`src/rtl/vga_pkg.sv`:
```
// rtl/vga_pkg.sv - shared types, default 640x480@60 timing and width helper for the VGA generator
//
// Contents:
//   mode_e         test-pattern selector (black, solid, colour bars, checkerboard)
//   vga_timing_t   one complete set of horizontal/vertical mode timings
//   VGA_640X480_60 default timing constants
//   clog2          counter width for a given total count (never below 1)
package vga_pkg;

    typedef enum logic [1:0] {
        MODE_BLACK = 2'd0,
        MODE_SOLID = 2'd1,
        MODE_BARS  = 2'd2,
        MODE_CHECK = 2'd3
    } mode_e;

    typedef struct packed {
        int h_active;
        int h_fp;
        int h_sync;
        int h_bp;
        int v_active;
        int v_fp;
        int v_sync;
        int v_bp;
    } vga_timing_t;

    localparam vga_timing_t VGA_640X480_60 = '{
        h_active: 640, h_fp: 16, h_sync: 96, h_bp: 48,
        v_active: 480, v_fp: 10, v_sync: 2,  v_bp: 33
    };

    function automatic int clog2(input int value);
        int w;
        w = 1;
        while ((1 << w) < value) begin
            w = w + 1;
        end
        return w;
    endfunction

endpackage

```
`src/rtl/vga_timing_gen_if.sv`:
```
// rtl/vga_timing_gen_if.sv - video output bundle of the VGA timing generator
//
// Signals:
//   red/green/blue  colour channels, COLOR_W bits each
//   hsync/vsync     sync pulses at the configured polarity
//   de              display enable (active area)
//   x/y             pixel column / line of the current output
//   frame_start     one-tick pulse aligned with pixel (0,0)
// Modports: master (generator drives), slave (display sink reads).
interface vga_timing_gen_if #(
    parameter int COLOR_W = 4,
    parameter int X_W     = 10,
    parameter int Y_W     = 10
);
    logic [COLOR_W-1:0] red;
    logic [COLOR_W-1:0] green;
    logic [COLOR_W-1:0] blue;
    logic               hsync;
    logic               vsync;
    logic               de;
    logic [X_W-1:0]     x;
    logic [Y_W-1:0]     y;
    logic               frame_start;

    modport master (
        output red, green, blue, hsync, vsync, de, x, y, frame_start
    );

    modport slave (
        input red, green, blue, hsync, vsync, de, x, y, frame_start
    );
endinterface

```
`src/rtl/vga_pattern.sv`:
```
// rtl/vga_pattern.sv - registered test-pattern colour stage
//
// Ports:
//   clk, rst_n       clock, asynchronous active-low reset
//   ce               pixel clock-enable; colour holds when low
//   x                current pixel column (counter value, not yet registered)
//   y_bit            bit CHECK_LOG2 of the current line, selects checker row phase
//   de               active-area flag for the same pixel
//   mode, color      pattern select and solid colour latched at frame start
//   red/green/blue   registered colour, aligned with the other registered outputs
module vga_pattern
    import vga_pkg::*;
#(
    parameter int COLOR_W    = 4,
    parameter int X_W        = 10,
    parameter int H_ACTIVE   = 640,
    parameter int CHECK_LOG2 = 5
) (
    input  logic                 clk,
    input  logic                 rst_n,
    input  logic                 ce,
    input  logic [X_W-1:0]       x,
    input  logic                 y_bit,
    input  logic                 de,
    input  mode_e                mode,
    input  logic [3*COLOR_W-1:0] color,
    output logic [COLOR_W-1:0]   red,
    output logic [COLOR_W-1:0]   green,
    output logic [COLOR_W-1:0]   blue
);
    localparam int BAR_W = H_ACTIVE / 8;

    generate
        if ((H_ACTIVE % 8) != 0) begin : g_bad_h_active
            $error("vga_pattern: H_ACTIVE must be divisible by 8");
        end
    endgenerate

    logic [2:0]           bar;
    logic [3*COLOR_W-1:0] rgb_next;

    // Bar 0 is black and bar 7 white; the index bits map straight onto R/G/B.
    assign bar = 3'(int'(x) / BAR_W);

    always_comb begin
        rgb_next = '0;
        if (de) begin
            case (mode)
                MODE_SOLID: rgb_next = color;
                MODE_BARS:  rgb_next = {{COLOR_W{bar[2]}}, {COLOR_W{bar[1]}}, {COLOR_W{bar[0]}}};
                MODE_CHECK: rgb_next = {(3*COLOR_W){x[CHECK_LOG2] ^ y_bit}};
                default:    rgb_next = '0;
            endcase
        end
    end

    always_ff @(posedge clk or negedge rst_n) begin
        if (!rst_n) begin
            red   <= '0;
            green <= '0;
            blue  <= '0;
        end else if (ce) begin
            {red, green, blue} <= rgb_next;
        end
    end
endmodule

```
`src/rtl/vga_timing_gen.sv`:
```
// rtl/vga_timing_gen.sv - parametrised VGA raster timing and test-pattern generator
//
// Ports:
//   clk_i      pixel or system clock
//   reset_ni   asynchronous active-low reset
//   px_ce_i    pixel clock-enable (tie high when clk_i is the pixel clock)
//   mode_i     pattern select, latched at each (0,0) wrap
//   color_i    solid colour {R,G,B}, latched with mode_i
//   vid        video output bundle (master side)
// All outputs are registered one pixel tick behind the h/v counters.
module vga_timing_gen
    import vga_pkg::*;
#(
    parameter int H_ACTIVE   = VGA_640X480_60.h_active,
    parameter int H_FP       = VGA_640X480_60.h_fp,
    parameter int H_SYNC     = VGA_640X480_60.h_sync,
    parameter int H_BP       = VGA_640X480_60.h_bp,
    parameter int V_ACTIVE   = VGA_640X480_60.v_active,
    parameter int V_FP       = VGA_640X480_60.v_fp,
    parameter int V_SYNC     = VGA_640X480_60.v_sync,
    parameter int V_BP       = VGA_640X480_60.v_bp,
    parameter int H_POL      = 0,
    parameter int V_POL      = 0,
    parameter int COLOR_W    = 4,
    parameter int CHECK_LOG2 = 5
) (
    input  logic                 clk_i,
    input  logic                 reset_ni,
    input  logic                 px_ce_i,
    input  logic [1:0]           mode_i,
    input  logic [3*COLOR_W-1:0] color_i,
    vga_timing_gen_if.master     vid
);
    localparam int H_TOTAL  = H_ACTIVE + H_FP + H_SYNC + H_BP;
    localparam int V_TOTAL  = V_ACTIVE + V_FP + V_SYNC + V_BP;
    localparam int X_W      = clog2(H_TOTAL);
    localparam int Y_W      = clog2(V_TOTAL);
    localparam int HS_START = H_ACTIVE + H_FP;
    localparam int HS_END   = HS_START + H_SYNC;
    localparam int VS_START = V_ACTIVE + V_FP;
    localparam int VS_END   = VS_START + V_SYNC;
    localparam logic HS_ON  = 1'(H_POL);
    localparam logic VS_ON  = 1'(V_POL);

    logic [X_W-1:0]       h_cnt;
    logic [Y_W-1:0]       v_cnt;
    mode_e                mode_q;
    logic [3*COLOR_W-1:0] color_q;
    logic                 h_last;
    logic                 v_last;
    logic                 de_next;
    logic                 hs_next;
    logic                 vs_next;

    assign h_last  = (h_cnt == X_W'(H_TOTAL - 1));
    assign v_last  = (v_cnt == Y_W'(V_TOTAL - 1));
    assign de_next = (h_cnt < X_W'(H_ACTIVE)) && (v_cnt < Y_W'(V_ACTIVE));
    assign hs_next = (h_cnt >= X_W'(HS_START)) && (h_cnt < X_W'(HS_END));
    assign vs_next = (v_cnt >= Y_W'(VS_START)) && (v_cnt < Y_W'(VS_END));

    always_ff @(posedge clk_i or negedge reset_ni) begin
        if (!reset_ni) begin
            h_cnt           <= '0;
            v_cnt           <= '0;
            mode_q          <= MODE_BLACK;
            color_q         <= '0;
            vid.hsync       <= ~HS_ON;
            vid.vsync       <= ~VS_ON;
            vid.de          <= 1'b0;
            vid.x           <= '0;
            vid.y           <= '0;
            vid.frame_start <= 1'b0;
        end else if (px_ce_i) begin
            h_cnt <= h_last ? '0 : h_cnt + 1'b1;
            if (h_last) begin
                v_cnt <= v_last ? '0 : v_cnt + 1'b1;
            end
            // Capture the pattern only on the frame wrap so a frame is never torn.
            if (h_last && v_last) begin
                mode_q  <= mode_e'(mode_i);
                color_q <= color_i;
            end
            vid.hsync       <= hs_next ? HS_ON : ~HS_ON;
            vid.vsync       <= vs_next ? VS_ON : ~VS_ON;
            vid.de          <= de_next;
            vid.x           <= h_cnt;
            vid.y           <= v_cnt;
            vid.frame_start <= (h_cnt == '0) && (v_cnt == '0);
        end else begin
            // The strobe lasts one clk_i cycle even when the pixel rate is slower.
            vid.frame_start <= 1'b0;
        end
    end

    vga_pattern #(
        .COLOR_W    (COLOR_W),
        .X_W        (X_W),
        .H_ACTIVE   (H_ACTIVE),
        .CHECK_LOG2 (CHECK_LOG2)
    ) u_pattern (
        .clk   (clk_i),
        .rst_n (reset_ni),
        .ce    (px_ce_i),
        .x     (h_cnt),
        .y_bit (v_cnt[CHECK_LOG2]),
        .de    (de_next),
        .mode  (mode_q),
        .color (color_q),
        .red   (vid.red),
        .green (vid.green),
        .blue  (vid.blue)
    );
endmodule
```
`src/flat_wrapper.sv`:
```
// flat-port wrapper written by rule: the top's interface ports become plain ports
module vga_timing_gen_flat import vga_pkg::*;
#(
    parameter int H_ACTIVE   = VGA_640X480_60.h_active,
    parameter int H_FP       = VGA_640X480_60.h_fp,
    parameter int H_SYNC     = VGA_640X480_60.h_sync,
    parameter int H_BP       = VGA_640X480_60.h_bp,
    parameter int V_ACTIVE   = VGA_640X480_60.v_active,
    parameter int V_FP       = VGA_640X480_60.v_fp,
    parameter int V_SYNC     = VGA_640X480_60.v_sync,
    parameter int V_BP       = VGA_640X480_60.v_bp,
    parameter int H_POL      = 0,
    parameter int V_POL      = 0,
    parameter int COLOR_W    = 4,
    parameter int CHECK_LOG2 = 5
)
  (clk_i, reset_ni, px_ce_i, mode_i, color_i, vid_red, vid_green, vid_blue, vid_hsync, vid_vsync, vid_de, vid_x, vid_y, vid_frame_start);
  vga_timing_gen_if #(.COLOR_W(COLOR_W)) vid_i ();
  input  logic clk_i;
  input  logic reset_ni;
  input  logic px_ce_i;
  input  logic [1:0] mode_i;
  input  logic [3*COLOR_W-1:0] color_i;
  output wire logic [$bits(vid_i.red)-1:0] vid_red;
  output wire logic [$bits(vid_i.green)-1:0] vid_green;
  output wire logic [$bits(vid_i.blue)-1:0] vid_blue;
  output wire logic [$bits(vid_i.hsync)-1:0] vid_hsync;
  output wire logic [$bits(vid_i.vsync)-1:0] vid_vsync;
  output wire logic [$bits(vid_i.de)-1:0] vid_de;
  output wire logic [$bits(vid_i.x)-1:0] vid_x;
  output wire logic [$bits(vid_i.y)-1:0] vid_y;
  output wire logic [$bits(vid_i.frame_start)-1:0] vid_frame_start;
  assign vid_red = vid_i.red;
  assign vid_green = vid_i.green;
  assign vid_blue = vid_i.blue;
  assign vid_hsync = vid_i.hsync;
  assign vid_vsync = vid_i.vsync;
  assign vid_de = vid_i.de;
  assign vid_x = vid_i.x;
  assign vid_y = vid_i.y;
  assign vid_frame_start = vid_i.frame_start;
  vga_timing_gen #(.H_ACTIVE(H_ACTIVE), .H_FP(H_FP), .H_SYNC(H_SYNC), .H_BP(H_BP), .V_ACTIVE(V_ACTIVE), .V_FP(V_FP), .V_SYNC(V_SYNC), .V_BP(V_BP), .H_POL(H_POL), .V_POL(V_POL), .COLOR_W(COLOR_W), .CHECK_LOG2(CHECK_LOG2)) u_core (.clk_i(clk_i), .reset_ni(reset_ni), .px_ce_i(px_ce_i), .mode_i(mode_i), .color_i(color_i), .vid(vid_i));
endmodule
```
`config.mk`:
```
export PLATFORM = sky130hd
export DESIGN_NAME = vga_timing_gen_flat
export DESIGN_NICKNAME = d
export VERILOG_FILES = /design/src/rtl/vga_pkg.sv /design/src/rtl/vga_timing_gen_if.sv /design/src/rtl/vga_pattern.sv /design/src/rtl/vga_timing_gen.sv /design/src/flat_wrapper.sv
export SDC_FILE = /design/constraint.sdc
export NUM_CORES = 1
export LEC_CHECK = 0
export CAP_MARGIN = 5
export CORE_ASPECT_RATIO = 1.25
export CORE_MARGIN = 1
export CORE_UTILIZATION = 39
export DETAILED_ROUTE_END_ITERATION = 6
export PLACE_DENSITY = 0.61
export SLEW_MARGIN = 20
export SYNTH_ARGS = -nofsm -noshare
export SYNTH_HDL_FRONTEND = slang
export SYNTH_SLANG_ARGS = --single-unit
```
`constraint.sdc`:
```
create_clock -name clk_i -period 4.54 [get_ports clk_i]
set_input_delay 1.362 -clock clk_i [delete_from_list [all_inputs] [get_ports clk_i]]
set_output_delay 1.362 -clock clk_i [all_outputs]
set_load 0.05 [all_outputs]
```
==> results of run 1 <==
[path summary, 6_finish.rpt]
| path | start | to | slack, ns | depth (start not counted) |
|---|---|---|---|---|
| max | u_core.h_cnt[7] | u_core.u_pattern.blue[0] | 1.33 | 8 |
| min | u_core.u_pattern.green[1] | u_core.u_pattern.green[1] | 0.48 | 1 |
| max reg2reg | u_core.h_cnt[7] | u_core.u_pattern.blue[0] | 1.33 | 8 |
| min reg2reg | u_core.u_pattern.green[1] | u_core.u_pattern.green[1] | 0.48 | 1 |
| max in group asynchronous | reset_ni | u_core.h_cnt[5] | 2.76 | 2 |
| min in group asynchronous | reset_ni | u_core.u_pattern.green[3] | 1.19 | 2 |
[sequential cells by signal, summed over array words and instances (netlist names)]
signal,count
u_core.color_q,12
u_core.h_cnt,10
u_core.v_cnt,10
u_core.vid.x,10
u_core.vid.y,10
u_core.u_pattern.blue,4
u_core.u_pattern.green,4
u_core.u_pattern.red,4
u_core.mode_q,2
u_core.vid.de,1
u_core.vid.frame_start,1
u_core.vid.hsync,1
u_core.vid.vsync,1
[placed cells by master (no fill, tap or decap), types with 2 or more instances in the layout]
cell type and instances:
dfstp_2 2, nand2b_1 6, clkinv_2 3, nor2_1 13, o22ai_1 3, nor2b_1 6, mux2_2 25, nand4_1 7
clkinv_4 2, a21o_1 6, nor3_1 9, xnor2_1 10, clkbuf_8 9, nand3_1 9, a31o_2 4, o2bb2ai_1 4
a31oi_1 2, o21ai_0 14, inv_1 13, a41oi_1 4, nand2_1 18, nand4bb_1 2, dfrtp_1 68, buf_4 3
mux2_4 9, nor4_1 2, clkdlybuf4s50_1 51, and3_1 4, a21oi_1 15, ha_1 5, xor2_1 3, nand4b_1 3
a22oi_1 4
[kinds of logic (layout without fill, tap and decap cells)]
group / Yosys count / after routing / share of synthesized area, %
DFF: 70 / 70 / 50.45
buffers and inverters: 30 / 84 / 4.354
adders and majority gates: 6 / 6 / 2.087
xor gates and xnor gates: 13 / 13 / 3.275
AOI/OAI and AO/OA: 66 / 66 / 12.81
and+or+nand+nor: 89 / 89 / 14.75
muxes: 35 / 35 / 12.27
[cell type report]
| type | count | area (µm²) | share of cell area, % |
|---|---|---|---|
| multi-input combinational | 209 | 1572 | 37.10 |
| clock buffer | 9 | 123.9 | 2.925 |
| inverter | 13 | 48.80 | 1.152 |
| timing repair buffer | 55 | 538.0 | 12.70 |
| sequential | 70 | 1754 | 41.42 |
| tap | 120 | 150.1 | 3.545 |
| clock inverter | 7 | 48.80 | 1.152 |
[layer usage]
| layer | vias to the layer above | track usage [%] |
|---|---|---|
| li1 | 1219 | - |
| met1 | 1251 | 22.75 |
| met2 | 74 | 28.06 |
| met3 | 19 | 3.221 |
| met4 | 0 | 10.24 |
| met5 | - | 0 |
[report_power, final]
group	switching (W)	total [W]	internal, W	leakage, nW
sequential	0.0000785	0.000761	0.000683	0.902
combinational	0.000224	0.000375	0.000151	0.846
clock	0.000258	0.000456	0.000199	0.0894
total	0.000560	0.00159	0.00103	1.84
[worst max-delay path, delay by kind of cell, from the launching register on]
kind	cells	cell delay, ns
AO/OA/AOI/OAI	2	0.97
adder cells (fa/ha/maj)	1	0.34
flip-flops	1	0.62
AND/OR/NAND/NOR	5	1.14
[stage by stage]
| step | util (%) | cell area, µm² | power (W) |
|---|---|---|---|
| finish | 48.94 | 4235 | 0.001593 |
| CTS | 48.94 | 4235 | 0.001609 |
| global placement | 46.95 | 4063 | 0.001142 |
| floorplan | - | 3477 | 0.001010 |
| global route | 48.94 | 4235 | 0.001676 |
| detailed placement | 46.95 | 4063 | 0.001148 |
==> impl_results.md, run 1 <==
* Status: completed
* Placement Setup Slack at 0.9582 ns
* Clk_lat worst skew at 0.36 ns
* Max-slew headroom at 41.12%
* Via count at 2,563
* Post-synth EDFFs at 0
* DR top layer: met4
* CTS tree: done
* Crit path capture type: flop
* Layout cells sized above 1 at 18.73%
* P per Cell Area at 376.1 nW/µm²
* Yosys reg bits at 70
* Number of max-cap violations at 0
* Core area at 8653 µm²
* Inst Count DP at 467
* Setup WS post-layout at 1.328 ns
* Gate Count Post-Synth at 309
* Crit path time final at 3.212 ns
* Global route total overflow at 0
* Crit-path cells: or2_2 -> ha_1 -> nor2b_1 -> nor2_1 -> a2111oi_0 -> nor3_1 -> o31ai_2 -> nand3_1
* Routed WL at 7.533 mm
* Die area at 9300 µm²
* Cell with the most instances after synthesis: dfrtp_1
* Post-DP HPWL at 5.095 mm
* Clk buf depth at 2
* Ranking of synthesized cells by area: dfrtp_1 49%, mux2_2 8.1%, mux2_4 3.9%
* I/O pin count at 53
* Die width at 86.46 µm
* DRC viols at 0
* Die Span Y at 107.6 µm
* Final Hold Fails at 0
* Yosys warns at 0
* Routed wl met3 at 298 µm
* Post-synth ARST share at 100.0%
* GP Congestion at 0.8340
* Num rows at 38
* Metal2 WL at 3.647 mm
* Max-slew violation count at 0
* # clock sinks at 70
* CP Max Fanout at 18
* Initial core utilization at 40.18%
* Post-cts sizing count at 0
* Post-Route Skew at 0.006995 ns
* WP data arrival at 3.44 ns
* Synthesized area per cell at 11.25 µm²
* Largest net degree at the start of global routing at 71
* Post-CTS Setup Repair Bufs at 0
* Area Growth Syn to Fin at 21.81%
* CTS root buffer: clkbuf_8
* Metal-1 WL at 3.372 mm
* Worst hold path type: flop to flop
* Routed WL per cell at 15.60 µm
* Vias in the first global route at 2,637
* Nets at 380
* Slowest-stage cell, CP: dfrtp_1
* Starting DRC count in detailed routing at 183
* PortBufs at 52
* Synth top area share at 48.94%
* CTS buffer count at 9
* H-tree levels at 3
* Post-synth top cells: 68 x dfrtp_1, 25 x mux2_2, 18 x nand2_1, 15 x a21oi_1, 14 x o21ai_0
* First-pass GRT wire length at 12.63 mm
* P_leak at 1.837 nW
* Worst slew pin tran at 0.8832 ns
* Diode count at 0
* Fillers at 828
* Gr usage total at 17.76%
* First-pass DRT Iterations at 6
* Post-CTS Hold Fix Bufs at 0
* Critical path required time at 4.77 ns
* Vias per inst at 5.306
* Slowest stage delay, CP at 0.62 ns
* Ys flop type: dfrtp_1
* Sum of negative setup slack at 0 ns
* Post-DRT Antenna Nets at 0
* Worst VDD drop at 246.6 µV
* Final Cycle Share at 70.75%
* Initial antenna violation count at 0
* CP Class: flop to flop
* Post-synth cell types at 57
* RSZ-0062 raised after global routing: false
* Post-Syn Area at 3477 µm²
* Syn_nets at 331
* Clock slew at reported path FFs at 0.08 ns
* # setup viols final at 0
* Max Freq at 311.3 MHz
* Critical Path Start Type: flop
* Final hold slack at 0.4843 ns
* Finished Layout Cells at 483
* Synth area leader: dfrtp_1
* Sequential-to-total area share from yosys stat at 50.45%
Power figures use the tool's default switching activity.
==> run 2, diff against run 1 <==
PLACE_DENSITY = 0.63   (was 0.61)
clock period = 2.84 ns   (was 4.54 ns; I/O delays follow)
==> run 2 against run 1 <==
Against the previous run:
- clock skew up 0.00092 ns
- final cell count up 2.3%
- non-clock buffer count up 11
- count of clock-buffer cells in the layout unchanged
- register-to-register slack worse by 1.0 ns
- critical path depth down 7
- critical path type is now flop to output port
- largest power group unchanged
- highest routed layer unchanged
==> impl_results.md, run 2 (synthesis results as in run 1) <==
* CP Launch Point: u_core.vid.hsync
* # setup viols final at 0
* Max Freq at 393.7 MHz
* Die area at 9300 µm²
* Critical path required time at 1.99 ns
* Largest net degree at the start of global routing at 40
* Gr usage total at 18.18%
* Worst Path Buf+Inv at 1
* Initial core utilization at 40.18%
* Vias in the first global route at 2,633
* Slowest-stage cell, CP: clkdlybuf4s50_1
* Number of max-cap violations at 0
* Status: completed
* CTS tree: done
* Starting DRC count in detailed routing at 188
* Routed WL per cell at 15.51 µm
* Nets at 391
* Max-slew violation count at 0
* CP Class: flop to output port
* Fillers at 801
* Slowest stage delay, CP at 0.79 ns
* Crit path time final at 2.540 ns
* Area Growth Syn to Fin at 26.48%
* Layout cells sized above 1 at 21.12%
* # clock sinks at 70
* Worst r2r dst: u_core.u_pattern.blue[3]
* Worst R2R Start: u_core.h_cnt[8]
* Cell count along the critical path at 1
* Num rows at 38
* Max-slew headroom at 61.50%
* P per Cell Area at 627.4 nW/µm²
* Die width at 86.46 µm
* Post-CTS Hold Fix Bufs at 0
* Clk_lat worst skew at 0.36 ns
* Global route total overflow at 0
* I/O pin count at 53
* Worst setup path end: vid_hsync
* Sum of negative setup slack at 0 ns
* Worst-case reg-to-reg path depth at 8
* Setup WS post-layout at 0.3002 ns
* First-pass GRT wire length at 13.11 mm
* Clk buf depth at 2
* Biggest register: u_core.color_q
* Critical Path Start Type: flop
* Post-DRT Antenna Nets at 0
* Worst VDD drop at 535.9 µV
* Initial antenna violation count at 0
* Routed WL at 7.663 mm
* RSZ-0062 raised after global routing: false
* H-tree levels at 3
* First-pass DRT Iterations at 4
* P_leak at 1.921 nW
* Crit-path cells: clkdlybuf4s50_1
* PortBufs at 52
* Clock slew at reported path FFs at 0.08 ns
* Post-CTS Setup Repair Bufs at 0
* CP delay by family, top: buffers and inverters
* Core area at 8653 µm²
* Commonest non-fill, non-tap cell in the layout: dfrtp_1
* Placement Setup Slack at 0.1044 ns
* Final Hold Fails at 0
* Vias per inst at 5.247
* Diode count at 0
* Worst slew pin tran at 0.5764 ns
* GP Congestion at 0.8641
* Crit path capture type: output port
* Post-DP HPWL at 5.334 mm
* DRC viols at 0
* Final Cycle Share at 89.43%
* Via count at 2,592
* Die Span Y at 107.6 µm
* CP Max Fanout at 2
* Largest register FFs at 12
* Post-cts sizing count at 0
* Worst hold path type: input port to asynchronous set/reset pin
* CTS root buffer: clkbuf_8
* Post-Route Skew at 0.007913 ns
* WP data arrival at 1.69 ns
* R2r setup slk at 0.31 ns
* CTS buffer count at 9
* Most frequent cells in the layout: 68 x dfrtp_1, 51 x clkdlybuf4s50_1, 25 x mux2_2
[run 2: cell types whose count changed in the layout (fill, tap and decap cells not counted)]
cell       previous run  this run
clkinv_2              3         0
clkinv_4              2         1
bufinv_16             0         2
buf_4                 3        12
inv_6                 1         3
buf_12                0         2
a2111oi_0             1         0
a2111oi_1             0         1
[run 2: layer usage]
metal  GRT usage (%)  vias up  part of all wire [%]
li1                -     1250                     -
met1           24.11     1265                    46
met2           28.74       67                    48
met3           3.681       10                   5.0
met4           7.857        0                   1.6
met5               0        -                     0
[run 2: per-stage QoR]
stage	hold slack (ns)	cells	util, %	power (W)	instance area (µm²)
after floorplan	0.4749	309	-	0.001615	3477
after global placement	0.4628	478	48.19	0.001838	4170
after detailed placement	0.4714	478	48.19	0.001853	4170
after CTS	0.3690	494	50.81	0.002787	4397
after global routing	0.3754	494	50.82	0.002881	4398
final	0.3686	494	50.82	0.002759	4398
[run 2: worst min-delay path by stage]
stage,startpoint,end,cells after the start
floorplan,u_core.v_cnt[8],u_core.v_cnt[8],1
global placement,u_core.u_pattern.green[1],u_core.u_pattern.green[1],1
detailed placement,u_core.u_pattern.green[0],u_core.u_pattern.green[0],1
CTS,reset_ni,u_core.h_cnt[4],1
global route,reset_ni,u_core.h_cnt[4],1
finish,reset_ni,u_core.vid.x[4],1
[run 2: layout make-up]
| type | instances | area, µm² | area share, % |
|---|---|---|---|
| Timing Repair Buffer | 66 | 645.6 | 14.68 |
| Clock inverter | 7 | 102.6 | 2.333 |
| Clock buffer | 9 | 123.9 | 2.817 |
| Tap cell | 120 | 150.1 | 3.414 |
| Sequential cell | 70 | 1754 | 39.89 |
| Inverter | 13 | 48.80 | 1.110 |
| Multi-Input combinational cell | 209 | 1573 | 35.76 |
[run 2: power by group]
part / switching (W) / internal (W)
Combinational: 0.000371 / 0.000253
Sequential: 0.000116 / 0.00109
Clock: 0.000423 / 0.000505
